$ cat config.mk
export PLATFORM = sky130hd
export DESIGN_NAME = tx_frame_scheduler_flat
export DESIGN_NICKNAME = d
export VERILOG_FILES = /design/src/rtl/tx_frame_scheduler_if.sv /design/src/rtl/tx_frame_scheduler.sv /design/src/flat_wrapper.sv
export SDC_FILE = /design/constraint.sdc
export NUM_CORES = 1
export LEC_CHECK = 0
export ABC_AREA = 1
export CORE_UTILIZATION = 40
export CTS_CLUSTER_SIZE = 10
export DETAILED_ROUTE_END_ITERATION = 6
export PLACE_DENSITY = 0.75
export SYNTH_ARGS = -nofsm -noshare
export SYNTH_HDL_FRONTEND = slang
export SYNTH_SLANG_ARGS = --single-unit
$ cat constraint.sdc
create_clock -name i_clock -period 1.6 [get_ports i_clock]
set_input_delay 0.32 -clock i_clock [delete_from_list [all_inputs] [get_ports i_clock]]
set_output_delay 0.32 -clock i_clock [all_outputs]
set_load 0.005 [all_outputs]
$ cat src/rtl/tx_frame_scheduler_if.sv
// Sample-in / byte-out bundle between the ADC conversor, the frame scheduler and a tx_unit.
interface tx_frame_scheduler_if #(
    parameter int DATA_SIZE = 14
);
    logic                 i_adc_init;
    logic                 i_gate;
    logic                 i_sample_valid;
    logic [DATA_SIZE-1:0] i_ch1;
    logic [DATA_SIZE-1:0] i_ch2;
    logic                 i_txready;
    logic                 o_send;
    logic [7:0]           o_txdata;
    logic                 o_busy;
    logic                 o_overrun;

    modport master (
        output i_adc_init, i_gate, i_sample_valid, i_ch1, i_ch2, i_txready,
        input  o_send, o_txdata, o_busy, o_overrun
    );

    modport slave (
        input  i_adc_init, i_gate, i_sample_valid, i_ch1, i_ch2, i_txready,
        output o_send, o_txdata, o_busy, o_overrun
    );
endinterface

$ cat src/rtl/tx_frame_scheduler.sv
// Packs one CH1/CH2 sample pair into a 6-byte frame (header, seq, ch1 lo/hi, ch2 lo/hi)
// and feeds it byte by byte to a single tx_unit using its ready/idle handshake.
module tx_frame_scheduler #(
    parameter int         DATA_SIZE = 14,
    parameter logic [7:0] HEADER    = 8'hA5,
    parameter int         DECIM     = 1
) (
    input  logic            i_clock,
    input  logic            i_reset,
    tx_frame_scheduler_if.slave bus
);
    localparam int            CW    = (DECIM > 1) ? $clog2(DECIM) : 1;
    localparam logic [CW-1:0] DLAST = CW'(DECIM - 1);

    typedef enum logic [1:0] {IDLE, SEND, ACK, WAIT} state_t;

    state_t               state;
    logic [CW-1:0]        dcnt;
    logic [7:0]           seq;
    logic [DATA_SIZE-1:0] ch1_q;
    logic [DATA_SIZE-1:0] ch2_q;
    logic [2:0]           idx;
    logic [7:0]           cur_byte;
    logic                 armed;

    assign armed       = bus.i_gate & bus.i_adc_init;
    assign bus.o_busy  = (state != IDLE);

    // seq only advances once the frame is finished, so it doubles as the frame's SEQ byte
    always_comb begin
        cur_byte = HEADER;
        case (idx)
            3'd1:    cur_byte = seq;
            3'd2:    cur_byte = ch1_q[7:0];
            3'd3:    cur_byte = 8'(ch1_q >> 8);
            3'd4:    cur_byte = ch2_q[7:0];
            3'd5:    cur_byte = 8'(ch2_q >> 8);
            default: cur_byte = HEADER;
        endcase
    end

    always_ff @(posedge i_clock or negedge i_reset) begin
        if (!i_reset) begin
            state         <= IDLE;
            dcnt          <= '0;
            seq           <= '0;
            ch1_q         <= '0;
            ch2_q         <= '0;
            idx           <= '0;
            bus.o_send    <= 1'b0;
            bus.o_txdata  <= '0;
            bus.o_overrun <= 1'b0;
        end else begin
            bus.o_send <= 1'b0;
            // includes the WAIT->IDLE edge: a strobe there is dropped, not captured
            if (bus.i_sample_valid && armed && state != IDLE)
                bus.o_overrun <= 1'b1;

            case (state)
                IDLE: begin
                    if (!armed) begin
                        dcnt <= '0;
                    end else if (bus.i_sample_valid) begin
                        if (dcnt == DLAST) begin
                            dcnt  <= '0;
                            ch1_q <= bus.i_ch1;
                            ch2_q <= bus.i_ch2;
                            idx   <= '0;
                            state <= SEND;
                        end else begin
                            dcnt <= dcnt + 1'b1;
                        end
                    end
                end
                SEND: begin
                    if (bus.i_txready) begin
                        bus.o_send   <= 1'b1;
                        bus.o_txdata <= cur_byte;
                        state        <= ACK;
                    end
                end
                ACK: begin
                    if (!bus.i_txready) state <= WAIT;
                end
                WAIT: begin
                    if (bus.i_txready) begin
                        if (idx == 3'd5) begin
                            seq   <= seq + 8'd1;
                            state <= IDLE;
                        end else begin
                            idx   <= idx + 3'd1;
                            state <= SEND;
                        end
                    end
                end
                default: state <= IDLE;
            endcase
        end
    end
endmodule

$ cat src/flat_wrapper.sv
// flat-port wrapper written by rule: the top's interface ports become plain ports
module tx_frame_scheduler_flat 
#(
    parameter int         DATA_SIZE = 14,
    parameter logic [7:0] HEADER    = 8'hA5,
    parameter int         DECIM     = 1
)
  (i_clock, i_reset, bus_i_adc_init, bus_i_gate, bus_i_sample_valid, bus_i_ch1, bus_i_ch2, bus_i_txready, bus_o_send, bus_o_txdata, bus_o_busy, bus_o_overrun);
  tx_frame_scheduler_if #(.DATA_SIZE(DATA_SIZE)) bus_i ();
  input  logic i_clock;
  input  logic i_reset;
  input wire logic [$bits(bus_i.i_adc_init)-1:0] bus_i_adc_init;
  input wire logic [$bits(bus_i.i_gate)-1:0] bus_i_gate;
  input wire logic [$bits(bus_i.i_sample_valid)-1:0] bus_i_sample_valid;
  input wire logic [$bits(bus_i.i_ch1)-1:0] bus_i_ch1;
  input wire logic [$bits(bus_i.i_ch2)-1:0] bus_i_ch2;
  input wire logic [$bits(bus_i.i_txready)-1:0] bus_i_txready;
  output wire logic [$bits(bus_i.o_send)-1:0] bus_o_send;
  output wire logic [$bits(bus_i.o_txdata)-1:0] bus_o_txdata;
  output wire logic [$bits(bus_i.o_busy)-1:0] bus_o_busy;
  output wire logic [$bits(bus_i.o_overrun)-1:0] bus_o_overrun;
  assign bus_i.i_adc_init = bus_i_adc_init;
  assign bus_i.i_gate = bus_i_gate;
  assign bus_i.i_sample_valid = bus_i_sample_valid;
  assign bus_i.i_ch1 = bus_i_ch1;
  assign bus_i.i_ch2 = bus_i_ch2;
  assign bus_i.i_txready = bus_i_txready;
  assign bus_o_send = bus_i.o_send;
  assign bus_o_txdata = bus_i.o_txdata;
  assign bus_o_busy = bus_i.o_busy;
  assign bus_o_overrun = bus_i.o_overrun;
  tx_frame_scheduler #(.DATA_SIZE(DATA_SIZE), .HEADER(HEADER), .DECIM(DECIM)) u_core (.i_clock(i_clock), .i_reset(i_reset), .bus(bus_i));
endmodule
==> impl_metrics.tcl, run 1 <==
set metrics [dict create \
    setup_viol 0 \
    path_max_fanout 4 \
    core_sq_mm 0.00631 \
    ant_nets 0 \
    critical_path.cell_chain "inv_2 -> ha_4 -> inv_1 -> dlygate4sd2_1" \
    grt_overflow_total 0 \
    synth_warnings 0 \
    num_vias 2262 \
    wl_microns 5660 \
    ir_worst_vdd_mv 0.524 \
    critPathKind "reg -> out" \
    port_buffers 44 \
    skew_ns 0.00416 \
    setup.worst_path.end_class "primary output" \
    violations "design-rule violations, negative hold slack" \
    cpPeakStageDelay_ns 0.40 \
    timing.hold.ws_ns -0.00953 \
    crit_required_ns 1.28 \
    startpoint_type "flop" \
    post-route-period-util_pct 96.3 \
    min_period_ns 1.54 \
    grt_setup_unrepaired "false" \
    layout-drive-gt1-share_pct 10.0 \
    ys_ff_latch 51 \
    finalPower_mw 4.33 \
    final_hold_viol_count 4 \
    clk_path_buf_depth 2 \
    tritoncts "yes" \
    slew_violations 0 \
    status "finished with violations" \
    start_util_pct 41.4 \
    p_sw_mw 1.55 \
    dieArea_sq_mm 0.00686 \
    synth.distinct_cells 24 \
    hpwlAfterDp_microns 4270 \
    antennaDiodeCount 0 \
    synth-compound-area-share_pct 3.16 \
    drtPass1Iterations 6 \
    power.internal_mw 2.78 \
    max_freq_ghz 0.649 \
    synthCells 339 \
    p_per_area_mw_per_mm2 1280 \
    dp_cells 464 \
    grt_pass1_vias 2155 \
    io_pins 45 \
    synth_area_sq_mm 0.00262 \
    ys.flop_type "dfrtp_1" \
    r2r-start "u_core.state[0]" \
    startpoint "u_core.state[0]" \
    syn_avg_cell_area_sq_um 7.71 \
    htree_levels 2 \
    slowest_stage "dfrtp_1" \
    path_delay_family "flip-flops" \
    cts.clk_slew.worst_paths_ns 0.09 \
    rows 29 \
    cp_num_buf_inv 3 \
    slew_headroom_pct 81.3 \
    viasPerCell 4.74 \
    synth_edf_count 0 \
    antenna_found_initial 0 \
    synth_top_family_by_area "simple AND/OR/NAND/NOR gates" \
    hold_class "in -> async" \
    die_w_microns 82.9 \
    yosysSeqAreaShare_pct 48.8 \
    grt_max_degree 52 \
    yosys.area_share.xor_xnor_pct 1.34 \
    sw_frac_of_total_pct 35.8 \
    synth-simple-area-share_pct 35.2 \
    clock_latency_ns 0.29 \
    leakage_nw 1.80 \
    grt_pass1_wl_microns 9990 \
    cts_buffers 5 \
    drt_iter0_drc 102 \
    synth_nets 384 \
    cp_data_arrival_time_ns 1.22 \
    power.share.clock_pct 16.2 \
    stdcell_area_sq_mm 0.00337 \
    drc 2 \
    placed_area_sq_mm 0.00323 \
    p_comb_share_pct 38.7 \
    p_seq_share_pct 45.1 \
    worstMarginPinSlew_ns 0.280 \
    die_h_microns 82.9 \
    synthAdderAreaFrac_pct 5.26 \
    final_util_pct 53.4 \
    reg2reg_depth 8 \
    finalWorstSetupSlack_ns 0.0589 \
    r2r_slack_ns 0.13 \
    synth.area.mux_share_pct 0 \
    clock_sinks 51 \
    r2r_end "u_core.idx[2]" \
    clockRootBuffer "clkbuf_8" \
    routedWlPerCell_microns 11.9 \
    globalplace.congestion 0.872 \
    postSynth.asyncResetShare_pct 100 \
    maxCapViolCount 0 \
    fin_nets 444 \
    post_layout_nonfiller_instances 477 \
    setup_tns_ns 0 \
    track_usage_pct 17.8 \
    area_delta_synth_final_pct 29.0 \
    pre_cts_ws_ns -0.00571 \
]
==> area by class of cell <==
cell class / count / area, sq um
fillers: 608 / 2940
inverters: 30 / 113
repair buffers: 64 / 609
multi-input cells: 247 / 1190
well taps: 77 / 96.3
clock inverters: 2 / 12.5
flip-flops and latches: 51 / 1280
clock buffers: 6 / 72.6
==> power groups by stage <==
stage          clock network [mW]  logic (mW)  registers, mW
4_1_cts                     0.724        1.55           1.95
2_1_floorplan                   0       0.910           1.92
5_1_grt                     0.790        1.90           2.00
3_5_place_dp                    0        1.56           1.97
3_3_place_gp                    0        1.49           1.96
6_report                    0.704        1.68           1.95
==> worst max-delay path by stage <==
stage	endpoint	slack (ns)	cells after the start
after floorplan	u_core.idx[1]	0.11	9
after global placement	u_core.seq[5]	0.06	6
final	bus_o_busy	0.06	4
after detailed placement	u_core.idx[2]	-0.006	8
after CTS	bus_o_busy	0.01	4
after global routing	bus_o_busy	0.002	4
==> kinds of logic (layout without fill, tap and decap cells) <==
group / after synthesis / after routing
AO/OA/AOI/OAI: 16 / 16
XOR/XNOR: 4 / 4
flip-flops: 51 / 51
AND/OR/NAND/NOR: 216 / 216
buffers and inverters: 41 / 102
adder cells (fa/ha/maj): 11 / 11
==> routing by layer <==
layer  wire, microns  track usage (%)
met1            2730             25.3
met5               0                0
met2            2640             28.8
met3             260             3.08
met4              31             3.29
==> cell usage in the layout, fill, tap and decap left out, types with 2 or more instances in the layout <==
| cell type | Yosys | routed |
|---|---|---|
| buf_12 | 0 | 2 |
| o21ai_1 | 1 | 2 |
| clkbuf_8 | 0 | 5 |
| ha_1 | 11 | 9 |
| inv_1 | 29 | 27 |
| nand2_1 | 129 | 129 |
| o21ai_0 | 6 | 5 |
| nand3_1 | 48 | 48 |
| nor2_1 | 31 | 30 |
| xor2_1 | 2 | 2 |
| nand3b_1 | 2 | 2 |
| dfrtp_1 | 51 | 50 |
| a21oi_1 | 8 | 8 |
| inv_2 | 1 | 3 |
| xnor2_1 | 2 | 2 |
| buf_4 | 1 | 18 |
| clkdlybuf4s50_1 | 0 | 42 |
==> state kept, by name (all words and copies together) (netlist names) <==
register and flops:
u_core.idx 3, u_core.seq 8, u_core.ch1_q 14, u_core.bus.o_overrun 1
u_core.bus.o_txdata 8, u_core.state 2, u_core.ch2_q 14, u_core.bus.o_send 1
==> Yosys cell counts (2+ instances only) <==
master / instances / area share (%)
nand2_1: 129 / 19
dfrtp_1: 51 / 49
nand3_1: 48 / 9.2
nor2_1: 31 / 4.4
inv_1: 29 / 4.2
ha_1: 11 / 5.3
a21oi_1: 8 / 1.5
o21ai_0: 6 / 1.1
buf_2: 4 / 0.77
buf_1: 3 / 0.43
clkbuf_1: 3 / 0.43
nand3b_1: 2 / 0.57
xnor2_1: 2 / 0.67
xor2_1: 2 / 0.67
==> repair_timing <==
action                     4_1_cts  5_1_grt
hold buffers                     0        0
resized for setup                2        7
pin swaps                        0        1
setup endpoints to repair        1       15
buffers inserted                 0        5
Note: power is estimated with default switching activity, not from simulation.
==> inputs of run 2 (changes only) <==
- CORE_ASPECT_RATIO: not set -> 1.1
==> run 2 against run 1 <==
  * The flow now finishes without violations
  * Setup slack improved by 0.034 ns
  * Global-route usage is 0.59 points higher
  * Critical path type unchanged
  * Combinational power hardly changed
  * Utilization up 1.7 points
  * Worst hold slack improved by 0.48 ns
  * Highest routed layer unchanged
  * Final cell count is 0.84% higher
  * First-iteration DRC count grew 16%
  * Largest power group unchanged
==> impl_metrics.tcl, run 2 (synthesis results as in run 1) <==
set metrics [dict create \
    maxCapViolCount 0 \
    layout-drive-gt1-share_pct 9.73 \
    pre_cts_ws_ns 0.0292 \
    start_util_pct 42.0 \
    wl_microns 5740 \
    hpwlAfterDp_microns 4340 \
    htree_levels 2 \
    max_freq_ghz 0.664 \
    skew_ns 0.0123 \
    cp_num_cells 1 \
    fillCellCount 618 \
    grt_overflow_total 0 \
    num_vias 2268 \
    cpPeakStageDelay_ns 0.51 \
    ant_nets 0 \
    critical_path.cell_chain "clkdlybuf4s50_1" \
    leakage_nw 1.83 \
    clock_latency_ns 0.31 \
    die_w_microns 79.1 \
    port_buffers 44 \
    most-common-layout-cells "nand2_1 (129), dfrtp_1 (51), nand3_1 (48), clkdlybuf4s50_1 (42), nor2_1 (30)" \
    clockRootBuffer "clkbuf_8" \
    p_per_area_mw_per_mm2 1360 \
    grt_pass1_wl_microns 9780 \
    final_util_pct 55.2 \
    viasPerCell 4.72 \
    tritoncts "yes" \
    cp_num_buf_inv 1 \
    globalplace.congestion 0.854 \
    finalPower_mw 4.69 \
    path_max_fanout 2 \
    hold_class "reg -> reg" \
    reg2reg_depth 9 \
    crit_path_end "bus_o_txdata[1]" \
    startpoint "u_core.bus.o_txdata[1]" \
    r2r_slack_ns 0.13 \
    startpoint_type "flop" \
    fin_nets 445 \
    min_period_ns 1.51 \
    die_h_microns 86.8 \
    drt_iter0_drc 118 \
    slew_headroom_pct 82.0 \
    r2r-start "u_core.idx[1]" \
    clock_sinks 51 \
    grt_pass1_vias 2116 \
    core_sq_mm 0.00623 \
    critPathKind "reg -> out" \
    cts.clk_slew.worst_paths_ns 0.09 \
    dieArea_sq_mm 0.00687 \
    top_regs "u_core.ch1_q (14), u_core.ch2_q (14)" \
    final_common_cell "nand2_1" \
    grt_max_degree 52 \
    clk_path_buf_depth 2 \
    routedWlPerCell_microns 11.9 \
    crit_required_ns 1.28 \
    slowest_stage "clkdlybuf4s50_1" \
    r2r_end "u_core.bus.o_txdata[3]" \
    slew_violations 0 \
    worstMarginPinSlew_ns 0.270 \
    cp_data_arrival_time_ns 1.19 \
    path_delay_family "buffers and inverters" \
    setup_viol 0 \
    io_pins 45 \
    track_usage_pct 18.4 \
    status "complete, no violations" \
    cts_buffers 5 \
    ir_worst_vdd_mv 0.743 \
    final_hold_viol_count 0 \
    antennaDiodeCount 0 \
    finalWorstSetupSlack_ns 0.0932 \
    post-route-period-util_pct 94.2 \
    setup.worst_path.end_class "primary output" \
    rows 30 \
    antenna_found_initial 0 \
    area_delta_synth_final_pct 31.4 \
    drtPass1Iterations 4 \
    drc 0 \
]
==> run 2: what timing repair did <==
| item | CTS | global route |
|---|---|---|
| hold buffers | 1 | 0 |
| endpoints found under the hold margin | 51 | 0 |
| gates resized for setup | 5 | 5 |
| endpoints found under the setup margin | 1 | 8 |
| buffers inserted | 1 | 3 |
| pin swaps | 0 | 1 |
==> run 2: power by group <==
part | switching [mW] | total, mW | internal, mW
Clock | 0.435 | 1.06 | 0.623
Sequential | 0.231 | 1.94 | 1.71
Combinational | 0.906 | 1.69 | 0.780
==> run 2: how the worst min path moves through the flow <==
stage	startpoint	endpoint	cells past startpoint
after floorplan	i_reset	u_core.bus.o_overrun	0
final	u_core.bus.o_overrun	u_core.bus.o_overrun	1
after CTS	u_core.bus.o_overrun	u_core.bus.o_overrun	1
after detailed placement	i_reset	u_core.ch2_q[9]	2
after global placement	i_reset	u_core.seq[1]	2
after global routing	u_core.ch2_q[7]	u_core.ch2_q[7]	2
==> run 2: layout make-up <==
type | count | area [sq um] | share of cell area, %
tap | 80 | 100 | 2.91
inverter | 30 | 113 | 3.28
clock inverter | 3 | 67.6 | 1.97
sequential | 51 | 1280 | 37.1
timing repair buffer | 65 | 621 | 18.1
multi-input combinational | 247 | 1190 | 34.7
clock buffer | 5 | 68.8 | 2.00
==> run 2: stage by stage <==
| stage | TNS, ns | instances | cell area (sq um) | hold slack, ns |
|---|---|---|---|---|
| 4_1_cts | 0 | 478 | 3410 | 0.478 |
| 5_1_grt | -0.00606 | 481 | 3440 | 0.492 |
| 2_1_floorplan | 0 | 339 | 2620 | 0.0244 |
| 3_5_place_dp | 0 | 468 | 3250 | 0.332 |
| 6_report | 0 | 481 | 3440 | 0.470 |
| 3_3_place_gp | 0 | 468 | 3250 | 0.335 |
==> run 2: layer usage <==
metal | vias up | part of all wire [%] | wire length, microns | global-route usage, %
met2 | 40 | 50 | 2850 | 31.3
met3 | 6 | 2.9 | 166 | 2.84
met4 | 0 | 1.3 | 72 | 5.95
met5 | - | 0 | 0 | 0
met1 | 1042 | 46 | 2650 | 23.8
li1 | 1180 | - | - | -
==> inputs of run 3 (changes only) <==
- CELL_PAD_IN_SITES_DETAIL_PLACEMENT: not set -> 0
- CELL_PAD_IN_SITES_GLOBAL_PLACEMENT: not set -> 1
- CORE_UTILIZATION: 40 -> 35
- PLACE_DENSITY: 0.75 -> 0.85
==> run 3 against run 2 <==
  * Worst hold slack better by 0.0091 ns
  * Largest power group unchanged
  * Final cell count is 0.21% higher
  * Maximum frequency is 0.65% lower
  * Clock power is 32% lower
  * Die area is 14% higher
  * Combinational power is 5% lower
  * Setup slack worse by 0.0099 ns
  * The flow now finishes with violations (design-rule violations)
  * Sequential power hardly changed
  * Critical endpoint is now bus_o_txdata[4]
  * Clock skew is 0.00054 ns lower
==> impl_metrics.tcl, run 3 (synthesis results as in run 1) <==
set metrics [dict create \
    rows 32 \
    grt_pass1_vias 2165 \
    area_delta_synth_final_pct 28.5 \
    crit_path_end "bus_o_txdata[4]" \
    clk_path_buf_depth 2 \
    cp_num_buf_inv 1 \
    max_freq_ghz 0.659 \
    worstMarginPinSlew_ns 0.424 \
    startpoint_type "flop" \
    power.internal_mw 2.73 \
    maxCapViolCount 0 \
    hpwlAfterDp_microns 4550 \
    antennaDiodeCount 0 \
    die_h_microns 92.7 \
    finalWorstSetupSlack_ns 0.0833 \
    ant_nets 0 \
    finalPower_mw 4.27 \
    power.share.clock_pct 17.0 \
    reg2reg_depth 9 \
    p_seq_share_pct 45.5 \
    io_pins 45 \
    most-common-layout-cells "nand2_1 (128), dfrtp_1 (51), nand3_1 (48), clkdlybuf4s50_1 (42), nor2_1 (30)" \
    drt_iter0_drc 126 \
    start_util_pct 36.7 \
    setup_tns_ns 0 \
    viasPerCell 4.67 \
    grt_overflow_total 0 \
    track_usage_pct 16.2 \
    cp_data_arrival_time_ns 1.20 \
    port_buffers 44 \
    violations "design-rule violations" \
    clock_sinks 51 \
    final_common_cell "nand2_1" \
    grt_pass1_wl_microns 9990 \
    cp_num_cells 1 \
    crit_required_ns 1.28 \
    startpoint "u_core.bus.o_txdata[4]" \
    fin_nets 442 \
    multi_input_area_sq_mm 0.00120 \
    post-route-period-util_pct 94.8 \
    skew_ns 0.0117 \
    setup_viol 0 \
    fillCellCount 758 \
    cpPeakStageDelay_ns 0.51 \
    slew_violations 0 \
    drtPass1Iterations 6 \
    pre_cts_ws_ns 0.0250 \
    cts_buffers 5 \
    critical_path.cell_chain "clkdlybuf4s50_1" \
    cts.clk_slew.worst_paths_ns 0.09 \
    routedWlPerCell_microns 12.2 \
    core_sq_mm 0.00713 \
    status "finished with violations" \
    dieArea_sq_mm 0.00782 \
    antenna_found_initial 0 \
    clock_latency_ns 0.31 \
    r2r_slack_ns 0.13 \
    slew_headroom_pct 71.7 \
    tritoncts "yes" \
    min_period_ns 1.52 \
    htree_levels 2 \
    hold_class "reg -> reg" \
    top_regs "u_core.ch1_q (14), u_core.ch2_q (14)" \
    p_per_area_mw_per_mm2 1270 \
    sw_frac_of_total_pct 36.0 \
    r2r-start "u_core.state[0]" \
    p_comb_share_pct 37.5 \
    setup.worst_path.end_class "primary output" \
    p_sw_mw 1.54 \
    slowest_stage "clkdlybuf4s50_1" \
    globalplace.congestion 0.848 \
    r2r_end "u_core.idx[2]" \
    die_w_microns 84.4 \
    leakage_nw 1.79 \
    layout-drive-gt1-share_pct 9.32 \
    final_hold_viol_count 0 \
    wl_microns 5870 \
    num_vias 2251 \
    seq_area_sq_mm 0.00128 \
    path_max_fanout 2 \
    path_delay_family "buffers and inverters" \
    grt_max_degree 34 \
    drc 6 \
    clockRootBuffer "clkbuf_8" \
    critPathKind "reg -> out" \
    ir_worst_vdd_mv 0.617 \
]
[run 3: power groups by stage]
stage | sequential [mW] | combinational [mW] | clock (mW)
floorplan | 1.92 | 0.910 | 0
global route | 2.00 | 1.84 | 0.789
CTS | 1.94 | 1.59 | 0.746
finish | 1.94 | 1.60 | 0.724
global placement | 1.95 | 1.53 | 0
detailed placement | 1.96 | 1.57 | 0
[run 3: layer usage]
metal	global-route usage (%)	vias to the layer above	routed length, microns
li1	-	1170	-
met1	21.0	1037	2830
met2	27.5	35	2770
met3	3.03	9	179
met4	5.23	0	92
met5	0	-	0
[run 3: final cells by class]
class	count	share of cell area, %
Sequential cell	51	38.0
Multi-Input combinational cell	247	35.6
Timing Repair Buffer	62	17.4
Inverter	30	3.35
Tap cell	85	3.17
Clock buffer	5	2.05
Clock inverter	2	0.410
[run 3: worst min path at each step]
stage,start,to,cells after the start
global route,u_core.ch2_q[5],u_core.ch2_q[5],2
finish,u_core.ch1_q[4],u_core.ch1_q[4],2
global placement,i_reset,u_core.bus.o_send,2
detailed placement,i_reset,u_core.bus.o_send,2
floorplan,i_reset,u_core.bus.o_overrun,0
CTS,u_core.ch1_q[4],u_core.ch1_q[4],2
[run 3: repair_timing]
action	CTS	global route
hold buffers	1	0
hold endpoints to repair	18	0
gates resized for setup	4	5
pin swaps	0	1
setup endpoints to repair	1	8
setup buffers	1	0
[run 3: per-stage QoR]
step                      std cells  cell area (sq um)  hold WS (ns)  util (%)
after CTS                       482               3340         0.484      46.9
after detailed placement        473               3240         0.317      45.5
final                           482               3360         0.480      47.1
after floorplan                 339               2620        0.0244         -
after global routing            482               3360         0.508      47.1
after global placement          473               3240         0.319      45.5
